===== config.mk =====
export PLATFORM = sky130hd
export DESIGN_NAME = uart_param_core
export DESIGN_NICKNAME = d
export VERILOG_FILES = /design/src/rtl/uart_pkg.sv /design/src/rtl/uart_baud_gen.sv /design/src/rtl/uart_param_core.sv
export SDC_FILE = /design/constraint.sdc
export NUM_CORES = 1
export LEC_CHECK = 0
export ABC_AREA = 1
export CORE_ASPECT_RATIO = 0.5
export CORE_MARGIN = 1.5
export CORE_UTILIZATION = 30
export DETAILED_ROUTE_END_ITERATION = 8
export PLACE_DENSITY = 0.48
export REMOVE_ABC_BUFFERS = 1
export SYNTH_ARGS = -nofsm -noshare
export SYNTH_HDL_FRONTEND = slang
export SYNTH_HIERARCHICAL = 1
export SYNTH_SLANG_ARGS = --single-unit

===== constraint.sdc =====
create_clock -name Clock -period 2.36 [get_ports Clock]
set_input_delay 0.354 -clock Clock [delete_from_list [all_inputs] [get_ports Clock]]
set_output_delay 0.354 -clock Clock [all_outputs]
set_load 0.05 [all_outputs]

===== src/rtl/uart_pkg.sv =====
// Shared constants, state encoding and helpers for the parametrised UART core.
package uart_pkg;

  localparam logic [1:0] PAR_NONE = 2'b00;
  localparam logic [1:0] PAR_EVEN = 2'b01;
  localparam logic [1:0] PAR_ODD  = 2'b10;

  typedef enum logic [2:0] {
    ST_IDLE,
    ST_START,
    ST_DATA,
    ST_PARITY,
    ST_STOP
  } uart_state_t;

  function automatic logic maj3(input logic a, input logic b, input logic c);
    return (a & b) | (a & c) | (b & c);
  endfunction

  // Mode 2'b11 is treated as no parity.
  function automatic logic parity_on(input logic [1:0] mode);
    return (mode == PAR_EVEN) || (mode == PAR_ODD);
  endfunction

endpackage


===== src/rtl/uart_baud_gen.sv =====
// Free-running oversample tick generator shared by the TX and RX state machines.
module uart_baud_gen
  import uart_pkg::*;
#(
  parameter int DIV_WIDTH = 16
) (
  input  logic                 Clock,
  input  logic                 Reset,
  input  logic [DIV_WIDTH-1:0] BaudDiv,
  output logic                 Tick
);

  logic [DIV_WIDTH-1:0] cnt;
  logic [DIV_WIDTH-1:0] div_q;

  // The divisor is captured at each wrap so a mid-period change cannot strand the counter.
  assign Tick = (cnt == div_q);

  always_ff @(posedge Clock or posedge Reset) begin
    if (Reset) begin
      cnt   <= '0;
      div_q <= '0;
    end else if (Tick) begin
      cnt   <= '0;
      div_q <= BaudDiv;
    end else begin
      cnt <= cnt + 1'b1;
    end
  end

endmodule


===== src/rtl/uart_param_core.sv =====
// Full-duplex UART with runtime divisor, parity and stop-bit count; 3-sample majority RX.
//   state     | meaning
//   ST_IDLE   | line idle; TX waits for a load, RX waits for a low level
//   ST_START  | start bit (TX first waits for a tick to align the falling edge)
//   ST_DATA   | payload bits, LSB first
//   ST_PARITY | optional parity bit
//   ST_STOP   | stop bit(s); RX finishes at the first stop-bit decision
module uart_param_core
  import uart_pkg::*;
#(
  parameter int DATA_BITS  = 8,
  parameter int DIV_WIDTH  = 16,
  parameter int OVERSAMPLE = 16
) (
  input  logic                 Clock,
  input  logic                 Reset,
  input  logic [DIV_WIDTH-1:0] BaudDiv,
  input  logic [1:0]           ParityMode,
  input  logic                 TwoStop,
  input  logic                 TxDataLoad,
  input  logic [DATA_BITS-1:0] TxDataIn,
  output logic                 TxReady,
  output logic                 TxDataOut,
  output logic                 TxDone,
  input  logic                 RxDataIn,
  output logic [DATA_BITS-1:0] RxDataOut,
  output logic                 RxDone,
  output logic                 RxParityError,
  output logic                 RxFrameError
);

  localparam int CW = $clog2(OVERSAMPLE);
  localparam int BW = $clog2(DATA_BITS);
  localparam logic [CW-1:0] T_LAST = CW'(OVERSAMPLE - 1);
  localparam logic [CW-1:0] T_S0   = CW'(OVERSAMPLE / 2 - 1);
  localparam logic [CW-1:0] T_S1   = CW'(OVERSAMPLE / 2);
  localparam logic [CW-1:0] T_S2   = CW'(OVERSAMPLE / 2 + 1);
  localparam logic [BW-1:0] BIT_LAST = BW'(DATA_BITS - 1);

  logic tick;

  uart_baud_gen #(.DIV_WIDTH(DIV_WIDTH)) u_baud_gen (
    .Clock  (Clock),
    .Reset  (Reset),
    .BaudDiv(BaudDiv),
    .Tick   (tick)
  );

  uart_state_t          tx_state;
  logic [CW-1:0]        tx_cnt;
  logic [BW-1:0]        tx_bit;
  logic [DATA_BITS-1:0] tx_sh;
  logic                 tx_par_bit;
  logic                 tx_par_en;
  logic                 tx_two;
  logic                 tx_stop2;
  logic                 tx_armed;
  logic                 tx_end;

  assign tx_end = tick && tx_armed && (tx_cnt == T_LAST);

  always_ff @(posedge Clock or posedge Reset) begin
    if (Reset) begin
      tx_state   <= ST_IDLE;
      tx_cnt     <= '0;
      tx_bit     <= '0;
      tx_sh      <= '0;
      tx_par_bit <= 1'b0;
      tx_par_en  <= 1'b0;
      tx_two     <= 1'b0;
      tx_stop2   <= 1'b0;
      tx_armed   <= 1'b0;
      TxDataOut  <= 1'b1;
      TxReady    <= 1'b1;
      TxDone     <= 1'b0;
    end else begin
      TxDone <= 1'b0;
      if (tick && tx_armed)
        tx_cnt <= (tx_cnt == T_LAST) ? '0 : tx_cnt + 1'b1;
      case (tx_state)
        ST_IDLE: begin
          if (TxDataLoad && TxReady) begin
            tx_sh      <= TxDataIn;
            tx_par_bit <= (^TxDataIn) ^ (ParityMode == PAR_ODD);
            tx_par_en  <= parity_on(ParityMode);
            tx_two     <= TwoStop;
            tx_cnt     <= '0;
            TxReady    <= 1'b0;
            tx_state   <= ST_START;
          end
        end
        ST_START: begin
          // The start edge waits for the next tick so every bit is a whole number of ticks.
          if (tick && !tx_armed) begin
            TxDataOut <= 1'b0;
            tx_armed  <= 1'b1;
          end else if (tx_end) begin
            tx_bit    <= '0;
            TxDataOut <= tx_sh[0];
            tx_state  <= ST_DATA;
          end
        end
        ST_DATA: begin
          if (tx_end) begin
            if (tx_bit == BIT_LAST) begin
              tx_stop2 <= 1'b0;
              if (tx_par_en) begin
                TxDataOut <= tx_par_bit;
                tx_state  <= ST_PARITY;
              end else begin
                TxDataOut <= 1'b1;
                tx_state  <= ST_STOP;
              end
            end else begin
              tx_bit    <= tx_bit + 1'b1;
              tx_sh     <= tx_sh >> 1;
              TxDataOut <= tx_sh[1];
            end
          end
        end
        ST_PARITY: begin
          if (tx_end) begin
            TxDataOut <= 1'b1;
            tx_state  <= ST_STOP;
          end
        end
        ST_STOP: begin
          if (tx_end) begin
            if (tx_two && !tx_stop2) begin
              tx_stop2 <= 1'b1;
            end else begin
              tx_armed <= 1'b0;
              TxDone   <= 1'b1;
              TxReady  <= 1'b1;
              tx_state <= ST_IDLE;
            end
          end
        end
        default: tx_state <= ST_IDLE;
      endcase
    end
  end

  logic                 rx_meta;
  logic                 rx_s;
  uart_state_t          rx_state;
  logic [CW-1:0]        rx_cnt;
  logic [BW-1:0]        rx_bit;
  logic [DATA_BITS-1:0] rx_sh;
  logic                 rx_s0;
  logic                 rx_s1;
  logic                 rx_par_en;
  logic                 rx_par_odd;
  logic                 rx_perr;
  logic                 rx_active;
  logic                 rx_mid;
  logic                 rx_end;
  logic                 rx_bit_v;

  always_ff @(posedge Clock or posedge Reset) begin
    if (Reset) begin
      rx_meta <= 1'b1;
      rx_s    <= 1'b1;
    end else begin
      rx_meta <= RxDataIn;
      rx_s    <= rx_meta;
    end
  end

  assign rx_active = (rx_state != ST_IDLE);
  assign rx_mid    = tick && rx_active && (rx_cnt == T_S2);
  assign rx_end    = tick && rx_active && (rx_cnt == T_LAST);
  assign rx_bit_v  = maj3(rx_s0, rx_s1, rx_s);

  always_ff @(posedge Clock or posedge Reset) begin
    if (Reset) begin
      rx_state      <= ST_IDLE;
      rx_cnt        <= '0;
      rx_bit        <= '0;
      rx_sh         <= '0;
      rx_s0         <= 1'b1;
      rx_s1         <= 1'b1;
      rx_par_en     <= 1'b0;
      rx_par_odd    <= 1'b0;
      rx_perr       <= 1'b0;
      RxDataOut     <= '0;
      RxDone        <= 1'b0;
      RxParityError <= 1'b0;
      RxFrameError  <= 1'b0;
    end else begin
      RxDone <= 1'b0;
      if (tick && rx_active) begin
        rx_cnt <= (rx_cnt == T_LAST) ? '0 : rx_cnt + 1'b1;
        if (rx_cnt == T_S0) rx_s0 <= rx_s;
        if (rx_cnt == T_S1) rx_s1 <= rx_s;
      end
      case (rx_state)
        ST_IDLE: begin
          if (!rx_s) begin
            rx_cnt     <= '0;
            rx_perr    <= 1'b0;
            rx_par_en  <= parity_on(ParityMode);
            rx_par_odd <= (ParityMode == PAR_ODD);
            rx_state   <= ST_START;
          end
        end
        ST_START: begin
          if (rx_mid && rx_bit_v) begin
            rx_cnt   <= '0;
            rx_state <= ST_IDLE;
          end else if (rx_end) begin
            rx_bit   <= '0;
            rx_state <= ST_DATA;
          end
        end
        ST_DATA: begin
          if (rx_mid)
            rx_sh <= {rx_bit_v, rx_sh[DATA_BITS-1:1]};
          if (rx_end) begin
            if (rx_bit == BIT_LAST)
              rx_state <= rx_par_en ? ST_PARITY : ST_STOP;
            else
              rx_bit <= rx_bit + 1'b1;
          end
        end
        ST_PARITY: begin
          if (rx_mid)
            rx_perr <= rx_bit_v ^ (^rx_sh) ^ rx_par_odd;
          if (rx_end)
            rx_state <= ST_STOP;
        end
        ST_STOP: begin
          // Finish mid-stop so a start edge half a bit later is still caught.
          if (rx_mid) begin
            RxDone        <= 1'b1;
            RxDataOut     <= rx_sh;
            RxParityError <= rx_perr;
            RxFrameError  <= ~rx_bit_v;
            rx_cnt        <= '0;
            rx_state      <= ST_IDLE;
          end
        end
        default: rx_state <= ST_IDLE;
      endcase
    end
  end

endmodule

==> impl_results.md <==
- Share of the clock period used by the worst path: 0.8945
- Number of distinct standard cells referenced by the synthesized netlist: 40
- Nets@finish: approximately 790
- Clock Skew: 0.009804 ns
- Crit path DAT: 2.38 ns
- Final period demand of the worst path: 2.111 ns
- Number of synthesized flops with an enable pin: 0
- Worst Setup Slack, final: approximately 0.25 ns
- Max-cap viol count: 0
- Start point of the worst min-delay path: rx_meta
- Final routed wirelength across all metal layers: 11060 um
- Count of final setup violators: 0
- DRC violations left: 0
- Largest cells by area after synthesis: dfrtp_1 43%, nand2_1 18%, inv_1 6.5%
- CTS Root Cell: clkbuf_16
- Cell repeated most along the worst path: nand2_1
- Fraction of layout instances using a drive strength above 1: 0.09867
- Number of cell instances on the worst register-to-register path: 15
- Cell with the largest stage delay on the worst path: dfrtp_1
- CTS H-tree lvls: 3
- Worst reg2reg startpoint: u_baud_gen/cnt[11]
- Pre-CTS WS: ~0.15 ns
- Core box area: 0.01652 mm^2
- Average cell area after synthesis: between 7 and 8 um^2
- Area of the die: roughly 0.018 mm^2
- Critical register-to-register path endpoint: tx_sh[1]
- CP Max Fanout: 8
- Highest clock frequency the design can meet: 0.4737 GHz
- Stage delay of the slowest cell on the critical path: about 0.40 ns
- First-pass GRT wire length: 19260 um
- Layout-stage area growth over the synthesis result: 20.66%
- PnR Total Power: roughly 4100 uW
- Fraction of registers with async set or reset after synthesis: 1.000
- Weighted congestion at the end of routability-driven global placement: about 0.85
- Setup repair after global routing missed its margin: no
- Initial DRC count: between 200 and 250
- Die Y: between 90 and 100 um
- Synth Register Bits: 94
- VDD IR max: 0.0003264 V
- DP HPWL: 7950 um
- Routed len/inst: ~11 um
- Tightest slew margin relative to the limit: 0.6650
- Final-report max-slew violation count: 0
- Number of placed I/O pins: 45
- GRT Resource Usage Total: 0.1346
- Post-detailed-placement cell area: 0.005859 mm^2
- Number of antenna cells inserted: 0
- Crit path cell chain: inv_1, nand2_1, nand2_1, nor2_1, nand2_1, nor2_4, nand2_4, inv_4, nand2_2, nor3b_4, buf_4, o21bai_4, nor2_4, nand2_2, o21ai_2
- TNS Setup: 0 ns
- Hold crit path type: register to register
- Endpoint of the worst hold path: rx_s
- Pin count of the biggest net entering global routing: 63
- Drt first pass iters: 4
- Clock Sink Count: 94
- TritonCTS buffer count: 9
- Power density of the placed cells: between 600 and 700 mW/mm^2
- Average vias per placed instance: 4.359
- Initial antenna violation count: 0
- Clk pin slew, worst setup/hold paths: 0.07 ns
- Row Count: 33
- Starting density of the core: 0.3098
- Run status: complete, no violations
- Clock tree from TritonCTS: built
- Die Width: 187.7 um
- Worst setup path category: register to register
- Post-Synthesis Cells: 683
- Cell area after synthesis: 0.005117 mm^2
- Crit. End Element: register
- CTS Hold Bufs: 0
- Hold depth: 0
- Top flip-flop cell by instance count after synthesis: dfrtp_1
- Total vias in the final route: 4259
- Final hold vios: 0
- # port buffers: 44
- Cell leakage power: 0.003091 uW
- Source-to-sink clock delay at the later pin of the worst-skew pair: 0.34 ns
- Startpoint type of the worst setup path: register
- Synth Warn #: 6
- Final core utilization: 0.3739
- Actual slew at the worst max-slew pin: 0.4987 ns
- Via count of the first global-routing pass: about 4000
- Biggest area consumer among synthesized cells: dfrtp_1
- Sequential-to-total area share from yosys stat: 0.4611
- Finished Cell Area: 0.006175 mm^2
- Bufs on Longest Clock Path: 2
- Worst R2R Setup Slack: 0.25 ns
- Share of the synthesized area in the top cell type: 0.4303
- Final global-route overflow total: 0
- Count of antenna-violating nets left after detailed routing: 0
- CP required: 2.63 ns
## final cells by class
class	count	area, um^2
timing repair buffer	58	558.0
fill	1778	10340
sequential	94	2360
multi-input combinational	485	2338
inverter	97	366.6
clock buffer	10	229.0
tap	227	284.0
clock inverter	6	38.79
## cell usage in the layout, fill, tap and decap left out, types with 2 or more instances in the layout
cell type,n
o21ai_2,3
o21ai_1,9
buf_4,13
nor2_4,4
clkinv_2,3
a21oi_1,10
clkbuf_16,9
dfstp_2,6
nor2_2,11
ha_1,10
o211ai_1,2
inv_1,87
nor3_1,5
o21ai_0,48
nand2_2,5
nand2_1,247
nor2_1,53
xnor2_1,7
inv_2,9
clkinvlp_4,2
clkdlybuf4s50_1,44
xor2_1,11
nand3_1,38
nand4_1,5
nand3b_1,2
dfrtp_1,88
o31ai_1,2
## worst max-delay path: cells and delay by family (launching register included)
kind,cells,cell delay [ns]
and+or+nand+nor,10,1.12
buffers and inverters,3,0.35
DFF,1,0.40
AOI/OAI and AO/OA,2,0.16
## how the worst max path moves through the flow
stage	startpoint	end	depth (start not counted)
6_report	u_baud_gen/cnt[11]	tx_sh[1]	15
5_1_grt	u_baud_gen/cnt[11]	tx_state[0]	16
2_1_floorplan	u_baud_gen/cnt[2]	tx_state[0]	14
4_1_cts	u_baud_gen/cnt[11]	tx_state[0]	15
3_3_place_gp	u_baud_gen/cnt[11]	tx_sh[7]	14
3_5_place_dp	u_baud_gen/cnt[11]	tx_state[0]	15
## synth_stat cells, types with 2 or more instances
| cell | n |
|---|---|
| xnor2_1 | 7 |
| dfstp_2 | 6 |
| dfrtp_1 | 88 |
| o21ai_0 | 48 |
| xor2_1 | 11 |
| ha_1 | 10 |
| nand3b_1 | 2 |
| nor3_1 | 5 |
| nor2_2 | 10 |
| o21ai_1 | 9 |
| nand2_2 | 5 |
| o211ai_1 | 2 |
| o21ai_2 | 3 |
| nor2_1 | 54 |
| nand2_1 | 247 |
| inv_1 | 89 |
| nor2_4 | 3 |
| nand4_1 | 5 |
| a21oi_1 | 11 |
| buf_2 | 4 |
| nand3_1 | 38 |
| o31ai_1 | 2 |
| inv_2 | 7 |
## cells by family (layout without fill, tap and decap cells)
logic type                 Yosys count  after routing  synth area share
adders and majority gates           10             10           0.02445
xor gates and xnor gates            18             18           0.03081
buffers and inverters              105            171           0.08533
and+or+nand+nor                    375            376            0.3103
AOI/OAI and AO/OA                   81             81           0.08802
DFF                                 94             94            0.4611
## flip-flops by register name, summed over array words and instances (netlist names), 3 cells and up
signal,cells
tx_bit,3
tx_state,3
rx_sh,8
tx_cnt,4
u_baud_gen/div_q,16
rx_cnt,4
rx_state,3
rx_bit,3
RxDataOut,8
tx_sh,8
u_baud_gen/cnt,16
## routing by layer
| layer | global-route usage | share of wire | vias up | wire length, um |
|---|---|---|---|---|
| met4 | 0.03067 | 0.0094 | 0 | 104 |
| met5 | 0 | 0 | - | 0 |
| met1 | 0.1689 | 0.50 | 1952 | 5546 |
| li1 | - | - | 2249 | - |
| met3 | 0.03570 | 0.031 | 10 | 347 |
| met2 | 0.2343 | 0.46 | 48 | 5064 |
## report_power, final
group	internal (uW)	leakage [uW]	switching, uW
registers	1760	0.00116	76.0
clock network	711	0.000128	613
logic	333	0.00180	574
total	2800	0.00309	1260
## timing repair
item,in CTS,in global routing
buffers inserted,0,4
setup endpoints to repair,0,25
gates resized for setup,0,3
hold endpoints to repair,0,0
## per-stage QoR
| stage | hold WS, ns | std cells |
|---|---|---|
| floorplan | 0.3452 | 675 |
| global placement | 0.3468 | 956 |
| detailed placement | 0.3473 | 956 |
| CTS | 0.3661 | 972 |
| global route | 0.3669 | 977 |
| finish | 0.3652 | 977 |
(Power assumes the default switching activity.)
